### src/rtl/uart_tx_if.sv
// Parallel-to-serial request bus for uart_tx: a byte plus framing config in,
// serial line and busy flag out.
interface uart_tx_if #(
   parameter int WIDTH = 8
);
   // Data_Valid is a request with no ready: it is taken only on a cycle where
   // the transmitter is idle (busy low); requests raised while busy are dropped.
   logic [WIDTH-1:0] P_DATA;
   logic             Data_Valid;
   logic             PAR_EN;
   logic             PAR_TYP;
   logic [4:0]       Prescale;
   logic             TX_OUT;
   logic             busy;

   modport master (
      output P_DATA, Data_Valid, PAR_EN, PAR_TYP, Prescale,
      input  TX_OUT, busy
   );

   modport slave (
      input  P_DATA, Data_Valid, PAR_EN, PAR_TYP, Prescale,
      output TX_OUT, busy
   );
endinterface

### src/rtl/uart_tx.sv
// UART transmitter: start bit, WIDTH data bits LSB first, optional parity,
// one stop bit; every bit lasts Prescale clock cycles (0 counts as 1).
module uart_tx #(
   parameter int WIDTH = 8
) (
   input  logic       CLK,
   input  logic       RST,
   uart_tx_if.slave   tx_if,
   output logic [2:0] dbg_state
);
   localparam int CNT_W = (WIDTH > 1) ? $clog2(WIDTH) : 1;

   typedef enum logic [2:0] {
      IDLE   = 3'd0,
      START  = 3'd1,
      DATA   = 3'd2,
      PARITY = 3'd3,
      STOP   = 3'd4
   } state_e;

   state_e           state_q, state_d;
   logic [4:0]       edge_cnt_q, edge_cnt_d;
   logic [CNT_W-1:0] bit_cnt_q, bit_cnt_d;
   logic [WIDTH-1:0] data_q, data_d;
   logic             par_en_q, par_en_d;
   logic             par_typ_q, par_typ_d;
   logic [4:0]       prescale_q, prescale_d;
   logic             tx_out_q, tx_out_d;
   logic             busy_q, busy_d;

   logic [4:0]       edge_last;
   logic             bit_done;
   logic [CNT_W-1:0] bit_nxt;
   logic             parity_bit;

   // A latched prescale of zero behaves as one cycle per bit.
   assign edge_last  = (prescale_q == 5'd0) ? 5'd0 : prescale_q - 5'd1;
   assign bit_done   = (edge_cnt_q == edge_last);
   assign bit_nxt    = bit_cnt_q + CNT_W'(1);
   assign parity_bit = (^data_q) ^ par_typ_q;

   always_comb begin
      state_d    = state_q;
      edge_cnt_d = edge_cnt_q;
      bit_cnt_d  = bit_cnt_q;
      data_d     = data_q;
      par_en_d   = par_en_q;
      par_typ_d  = par_typ_q;
      prescale_d = prescale_q;
      tx_out_d   = tx_out_q;
      busy_d     = busy_q;

      case (state_q)
         IDLE: begin
            edge_cnt_d = 5'd0;
            bit_cnt_d  = '0;
            tx_out_d   = 1'b1;
            busy_d     = 1'b0;
            if (tx_if.Data_Valid) begin
               state_d    = START;
               data_d     = tx_if.P_DATA;
               par_en_d   = tx_if.PAR_EN;
               par_typ_d  = tx_if.PAR_TYP;
               prescale_d = tx_if.Prescale;
               tx_out_d   = 1'b0;
               busy_d     = 1'b1;
            end
         end
         START: begin
            if (bit_done) begin
               edge_cnt_d = 5'd0;
               state_d    = DATA;
               tx_out_d   = data_q[0];
            end else begin
               edge_cnt_d = edge_cnt_q + 5'd1;
            end
         end
         DATA: begin
            if (bit_done) begin
               edge_cnt_d = 5'd0;
               if (bit_cnt_q == CNT_W'(WIDTH - 1)) begin
                  bit_cnt_d = '0;
                  state_d   = par_en_q ? PARITY : STOP;
                  tx_out_d  = par_en_q ? parity_bit : 1'b1;
               end else begin
                  bit_cnt_d = bit_nxt;
                  tx_out_d  = data_q[bit_nxt];
               end
            end else begin
               edge_cnt_d = edge_cnt_q + 5'd1;
            end
         end
         PARITY: begin
            if (bit_done) begin
               edge_cnt_d = 5'd0;
               state_d    = STOP;
               tx_out_d   = 1'b1;
            end else begin
               edge_cnt_d = edge_cnt_q + 5'd1;
            end
         end
         STOP: begin
            // Dropping busy here makes the next cycle the single idle-high cycle.
            if (bit_done) begin
               edge_cnt_d = 5'd0;
               state_d    = IDLE;
               tx_out_d   = 1'b1;
               busy_d     = 1'b0;
            end else begin
               edge_cnt_d = edge_cnt_q + 5'd1;
            end
         end
         default: begin
            state_d  = IDLE;
            tx_out_d = 1'b1;
            busy_d   = 1'b0;
         end
      endcase
   end

   always_ff @(posedge CLK) begin
      if (RST) begin
         state_q    <= IDLE;
         edge_cnt_q <= 5'd0;
         bit_cnt_q  <= '0;
         data_q     <= '0;
         par_en_q   <= 1'b0;
         par_typ_q  <= 1'b0;
         prescale_q <= 5'd0;
         tx_out_q   <= 1'b1;
         busy_q     <= 1'b0;
      end else begin
         state_q    <= state_d;
         edge_cnt_q <= edge_cnt_d;
         bit_cnt_q  <= bit_cnt_d;
         data_q     <= data_d;
         par_en_q   <= par_en_d;
         par_typ_q  <= par_typ_d;
         prescale_q <= prescale_d;
         tx_out_q   <= tx_out_d;
         busy_q     <= busy_d;
      end
   end

   assign tx_if.TX_OUT = tx_out_q;
   assign tx_if.busy   = busy_q;
   assign dbg_state    = state_q;
endmodule

### src/flat_wrapper.sv
// flat-port wrapper written by rule: the top's interface ports become plain ports
module uart_tx_flat 
#(
   parameter int WIDTH = 8
)
  (CLK, RST, dbg_state, tx_if_P_DATA, tx_if_Data_Valid, tx_if_PAR_EN, tx_if_PAR_TYP, tx_if_Prescale, tx_if_TX_OUT, tx_if_busy);
  uart_tx_if #(.WIDTH(WIDTH)) tx_if_i ();
  input  logic CLK;
  input  logic RST;
  output logic [2:0] dbg_state;
  input wire logic [$bits(tx_if_i.P_DATA)-1:0] tx_if_P_DATA;
  input wire logic [$bits(tx_if_i.Data_Valid)-1:0] tx_if_Data_Valid;
  input wire logic [$bits(tx_if_i.PAR_EN)-1:0] tx_if_PAR_EN;
  input wire logic [$bits(tx_if_i.PAR_TYP)-1:0] tx_if_PAR_TYP;
  input wire logic [$bits(tx_if_i.Prescale)-1:0] tx_if_Prescale;
  output wire logic [$bits(tx_if_i.TX_OUT)-1:0] tx_if_TX_OUT;
  output wire logic [$bits(tx_if_i.busy)-1:0] tx_if_busy;
  assign tx_if_i.P_DATA = tx_if_P_DATA;
  assign tx_if_i.Data_Valid = tx_if_Data_Valid;
  assign tx_if_i.PAR_EN = tx_if_PAR_EN;
  assign tx_if_i.PAR_TYP = tx_if_PAR_TYP;
  assign tx_if_i.Prescale = tx_if_Prescale;
  assign tx_if_TX_OUT = tx_if_i.TX_OUT;
  assign tx_if_busy = tx_if_i.busy;
  uart_tx #(.WIDTH(WIDTH)) u_core (.CLK(CLK), .RST(RST), .tx_if(tx_if_i), .dbg_state(dbg_state));
endmodule
### config.mk
export PLATFORM = sky130hd
export DESIGN_NAME = uart_tx_flat
export DESIGN_NICKNAME = d
export VERILOG_FILES = /design/src/rtl/uart_tx_if.sv /design/src/rtl/uart_tx.sv /design/src/flat_wrapper.sv
export SDC_FILE = /design/constraint.sdc
export NUM_CORES = 1
export LEC_CHECK = 0
export BUFFER_PORTS_ARGS = -buffer_cell sky130_fd_sc_hd__clkbuf_2
export CAP_MARGIN = 10
export CORE_UTILIZATION = 56
export CTS_CLUSTER_DIAMETER = 120
export DETAILED_ROUTE_END_ITERATION = 10
export PLACE_DENSITY = 0.78
export SLEW_MARGIN = 5
export SYNTH_ARGS = -nofsm -noshare
export SYNTH_HDL_FRONTEND = slang
export SYNTH_SLANG_ARGS = --single-unit
export TNS_END_PERCENT = 10
### constraint.sdc
create_clock -name CLK -period 2.95 [get_ports CLK]
set_input_delay 0.295 -clock CLK [delete_from_list [all_inputs] [get_ports CLK]]
set_output_delay 0.295 -clock CLK [all_outputs]
set_load 0.05 [all_outputs]
Yosys cells after proc, flatten, opt, wreduce, memory -nomap -nowiden
Cells that the tools add are included.
{ "totals": {"register_bits": 28, "word_cells": 67, "romBits": 0, "ramBits": 0, "latchBits": 0, "n_memories": 0} }
{ "op_classes": {"eq_ne": 13, "n_addsub": 3, "bitwise_logic": 2, "n_shift": 0, "div": 0, "muxes": 26, "mul": 0, "n_reduce_logical": 13, "n_lt_le_gt_ge": 1} }
{ "ops": {"columns": ["operator", "count"], "rows": [
  ["two-way mux 3 bit", 9],
  ["case mux 3 bit (5 select lines)", 1],
  ["!= test 2 x 1 -> 1 bit (second input constant)", 6],
  ["two-way mux 5 bit", 2],
  ["case mux 5 bit (2 select lines)", 1],
  ["two-way mux 1 bit", 9],
  ["parity 8 bit", 1],
  ["equality test 3 x 2 -> 1 bit (second input constant)", 2],
  ["equality test 3 bit (second input constant)", 2],
  ["case mux 3 bit (2 select lines)", 1],
  ["AND reduction 2 bit", 3],
  ["AND reduction 6 bit", 1],
  ["adder 5 x 1 -> 5 bit (second input constant)", 1],
  ["equality test 5 bit", 1],
  ["zero test 5 bit", 1],
  ["subtractor 5 x 1 -> 5 bit (second input constant)", 1],
  ["< comparator 3 x 4 -> 1 bit (second input constant)", 1],
  ["case mux 1 bit (4 select lines)", 1],
  ["nonzero test 2 bit", 2],
  ["OR reduction 4 bit", 1],
  ["adder 3 x 1 -> 3 bit (second input constant)", 1],
  ["binary-select mux 1 bit (select 3 bit)", 1],
  ["equality test 3 x 1 -> 1 bit (second input constant)", 1],
  ["zero test 3 bit", 1],
  ["7 further kinds", 7]
]} }

Depth between registers and ports, before layout
{ "logic_depth": {"depth_word": 6, "depth_mapped": 9, "ltp_nobuf": 8} }

Least setup slack after synthesis
Ideal clock, no wire load.
{ "synth_path": {"path_type": "reg2reg", "start": "register u_core.prescale_q[0]", "end": "register u_core.bit_cnt_q[1]", "required_time_ns": 2.824, "synth_period_minus_slack_ns": 2.358, "setup_slack_ns": 0.592, "arrival_time_ns": 2.231, "path_buffers": 1, "setup_time_ns": 0.126, "path_stages_with_launch": 10, "cell_sequence": "dfxtp_1 > inv_1 > ha_1 > or4b_4 > mux2_4 > a311o_1 > nand3_2 > buf_6 > mux2i_1 > o31ai_2"} }
{ "synth_via": {"elab_chain_len": 5, "word_cells_on_any_way": 6} }
{ "synth_rtl": {"columns": ["item", "line", "rtl"], "rows": [
  ["start, declared", "uart_tx.sv:27", "logic [4:0] prescale_q, prescale_d;"],
  ["start signal, assigned", "uart_tx.sv:139", "prescale_q <= prescale_d;"],
  ["subtractor 5 x 1 -> 5 bit / zero test 5 bit (equally long branches)", "uart_tx.sv:37", "assign edge_last = (prescale_q == 5'd0) ? 5'd0 : prescale_q - 5'd1;"],
  ["two-way mux 5 bit (*)", "uart_tx.sv:37", null],
  ["equality test 5 bit (*)", "uart_tx.sv:38", "assign bit_done = (edge_cnt_q == edge_last);"],
  ["!= test 2 x 1 -> 1 bit (no source line) (*)", null, null],
  ["AND reduction 2 bit (no source line) (*)", null, null],
  ["end signal, assigned", "uart_tx.sv:135", "bit_cnt_q <= bit_cnt_d;"],
  ["end, declared", "uart_tx.sv:23", "logic [CNT_W-1:0] bit_cnt_q, bit_cnt_d;"]
]} }
Mark *: on every way between the ends. The rest lies on a longest branch, timed or not.
A chain may end at the register's enable or synchronous reset.

Worst setup path in the final report
{ "layout_path": {"start": "register u_core.prescale_q[0]", "end": "register u_core.state_q[0], in the netlist u_core.dbg_state[0]"} }
{ "layout_via": {"elab_chain_len": 5, "word_cells_on_any_way": 9} }
{ "layout_rtl": {"columns": ["item", "line", "rtl"], "rows": [
  ["subtractor 5 x 1 -> 5 bit / zero test 5 bit (equally long branches)", "uart_tx.sv:37", null],
  ["two-way mux 5 bit (*)", "uart_tx.sv:37", null],
  ["equality test 5 bit (*)", "uart_tx.sv:38", null],
  ["!= test 2 x 1 -> 1 bit (no source line)", null, null],
  ["AND reduction 6 bit (no source line) (*)", null, null],
  ["end signal, assigned", "uart_tx.sv:133", "state_q <= state_d;"],
  ["end, declared", "uart_tx.sv:21", "state_e state_q, state_d;"]
]} }
Marks and branches as above.

==> run summary <==
Outcome - finished, final reports clean
Hold buffers post-CTS - 0
Area Overhead vs Synth - 7.20%
DRT Pass-1 Iters - 4
Root buffer cell - clkbuf_4
ANT nets after route - 0
Max H-tree Level - 1
Boundary pin count - 23
Detailed Route Iter0 Violations - 39
CP Launch Type - register
Critical path required time - 3200 ps
Register area - 561 um^2
Fin. Hold Viols - 0
DIE AREA - 3140 um^2
Max-slew violation count - 0
Post-Syn Area - 1630 um^2
Number of global-route vias before repair - 1418
Fin util - 63.5%
Antenna cells - 0
Reg2Reg Depth - 8
Ys Warns - 0
Register area share after synthesis - 34.3%
Avg WL per Cell - 13.6 um
Num CTS Buffers - 3
Endpoint type of the worst setup path - register
Crit Path Class - register to register
Final clock skew - 3.19 ps
Multi-input gate area - 1000 um^2
CTS tree - yes
WP data arrival - 2970 ps
All-Layer GR Usage - 24.4%
Die Span Y - 56.0 um
Syn nets - 219
Longest Clk Path Bufs - 2
Via density - 5.85
Die Wd - 56.0 um
PD cells - 524 nW/um^2
Non-Filler Instances - 241
Hold WC Path Type - input port to register
Postcts setup bufs - 0
Maximum clock rate - 0.369 GHz
Initial Utilization - 59.3%
Port Buffers - 22
Commonest non-fill, non-tap cells in the layout - nand2_1, dfxtp_1, clkbuf_2
CP max FO - 15
Yosys reg bits - 28
DRC - 0
Final wirelength - 3290 um
Yosys cell types - 48
Mapped Cells - 197
Setup TNS - 0 ps
Slew @ Worst Pin - 643 ps
DP HPWL - 2390 um
RePlAce Congestion - 0.839
Top FF cell, synth - dfxtp_1
Most common cell after layout, fill and taps aside - nand2_1
DR vias - 1410
Post-synth EDFFs - 0
Layout cells sized above 1 - 17.6%
Core Box Area - 2760 um^2
Clk_lat worst skew - 330 ps
Clk pin slew, worst setup/hold paths - 140 ps
Fin crit share - 91.9%
# fillers - 241
Std cell rows - 19
Syn avg cell area - 8.29 um^2
First-pass GRT wire length - 6110 um
Total power draw - 0.918 mW
Post_cts resized - 0
Worst hold stages - 3
Grt ovf - 0
FFs w/ async S/R, synth - 0%
Antenna violations before repair - 0
Post-layout min period - 2710 ps
Maximum Capacitance Violations - 0
Placed cell count - 238
Final #Nets - 234
Pin count of the biggest net entering global routing - 33
Endpoints failing setup - 0
RSZ-0062 raised after global routing - no
Relative slew slack - 57.1%
Maximum VDD drop - 0.000415 V
Leak pwr - 0.720 nW
Num Clock Sinks - 28
registers in the layout (all words and copies together), names as in the netlist:
signal               count
u_core.bit_cnt_q         3
u_core.data_q            8
u_core.tx_if.TX_OUT      1
u_core.tx_if.busy        1
u_core.par_typ_q         1
u_core.edge_cnt_q        5
u_core.dbg_state         3
u_core.prescale_q        5
u_core.par_en_q          1
critical path: stages (launching register included):
cell and delay [ps]:
dfxtp_1 370, inv_1 90, ha_1 260, or4b_4 500, mux2_4 210, a311o_1 150, nand3_2 260, or4_1 540
a311oi_1 250
per-stage QoR:
step                      hold slack [ps]  instance area [um^2]  setup slack (ps)
after global placement                462                  1730               383
after detailed placement              469                  1730               284
final                                 157                  1750               239
after floorplan                       431                  1630               592
after CTS                             149                  1750               246
after global routing                  151                  1750              57.9
per-layer routing:
layer	vias up	routed length (um)	global-route usage (%)
met1	630	1500	31.1
met2	44	1570	41.3
met5	-	0	0
met4	0	76	10.8
met3	7	142	3.02
li1	729	-	-
cell type report:
cell class                      count  share of cell area, %
Multi-Input combinational cell    152                   57.1
Sequential cell                    28                   32.0
Tap cell                           31                   2.21
Clock buffer                        3                   1.29
Inverter                            5                   1.07
Timing Repair Buffer               22                   6.29
cells by family (layout without fill, tap and decap cells):
group	count (synthesis)	after routing	synth area share [%]
simple gates	83	83	25.9
compound gates	49	49	20.7
mux	5	5	4.90
fa+ha+maj	4	4	3.06
flops	28	28	34.3
xor+xnor	11	11	6.74
buf+inv	17	30	4.44
Yosys cell counts (4+ instances only):
library cell	instances	area share [%]
o21ai_0	5	1.5
a21oi_1	21	6.4
nand3_1	4	1.2
ha_1	4	3.1
nand2b_1	4	1.5
clkbuf_1	10	2.3
dfxtp_1	28	34
xnor2_1	5	2.7
nor2_1	12	2.8
inv_1	5	1.1
xor2_1	5	2.7
nand2_1	37	8.5
worst paths after layout:
kind	to	slack [ps]	from
max	u_core.dbg_state[0]$_SDFFE_PP0P_	240	u_core.prescale_q[0]$_SDFFE_PP0P_
max reg2reg	u_core.dbg_state[0]$_SDFFE_PP0P_	240	u_core.prescale_q[0]$_SDFFE_PP0P_
min reg2reg	u_core.par_typ_q$_SDFFE_PP0P_	490	u_core.par_typ_q$_SDFFE_PP0P_
min	u_core.prescale_q[4]$_SDFFE_PP0P_	160	tx_if_Prescale[4]
power by group:
part,leakage [nW],switching (mW),internal (mW)
Sequential,0.229,0.0426,0.410
Combinational,0.478,0.178,0.128
Clock,0.0138,0.112,0.0481
Total,0.720,0.332,0.586
Power figures use the tool's default switching activity.
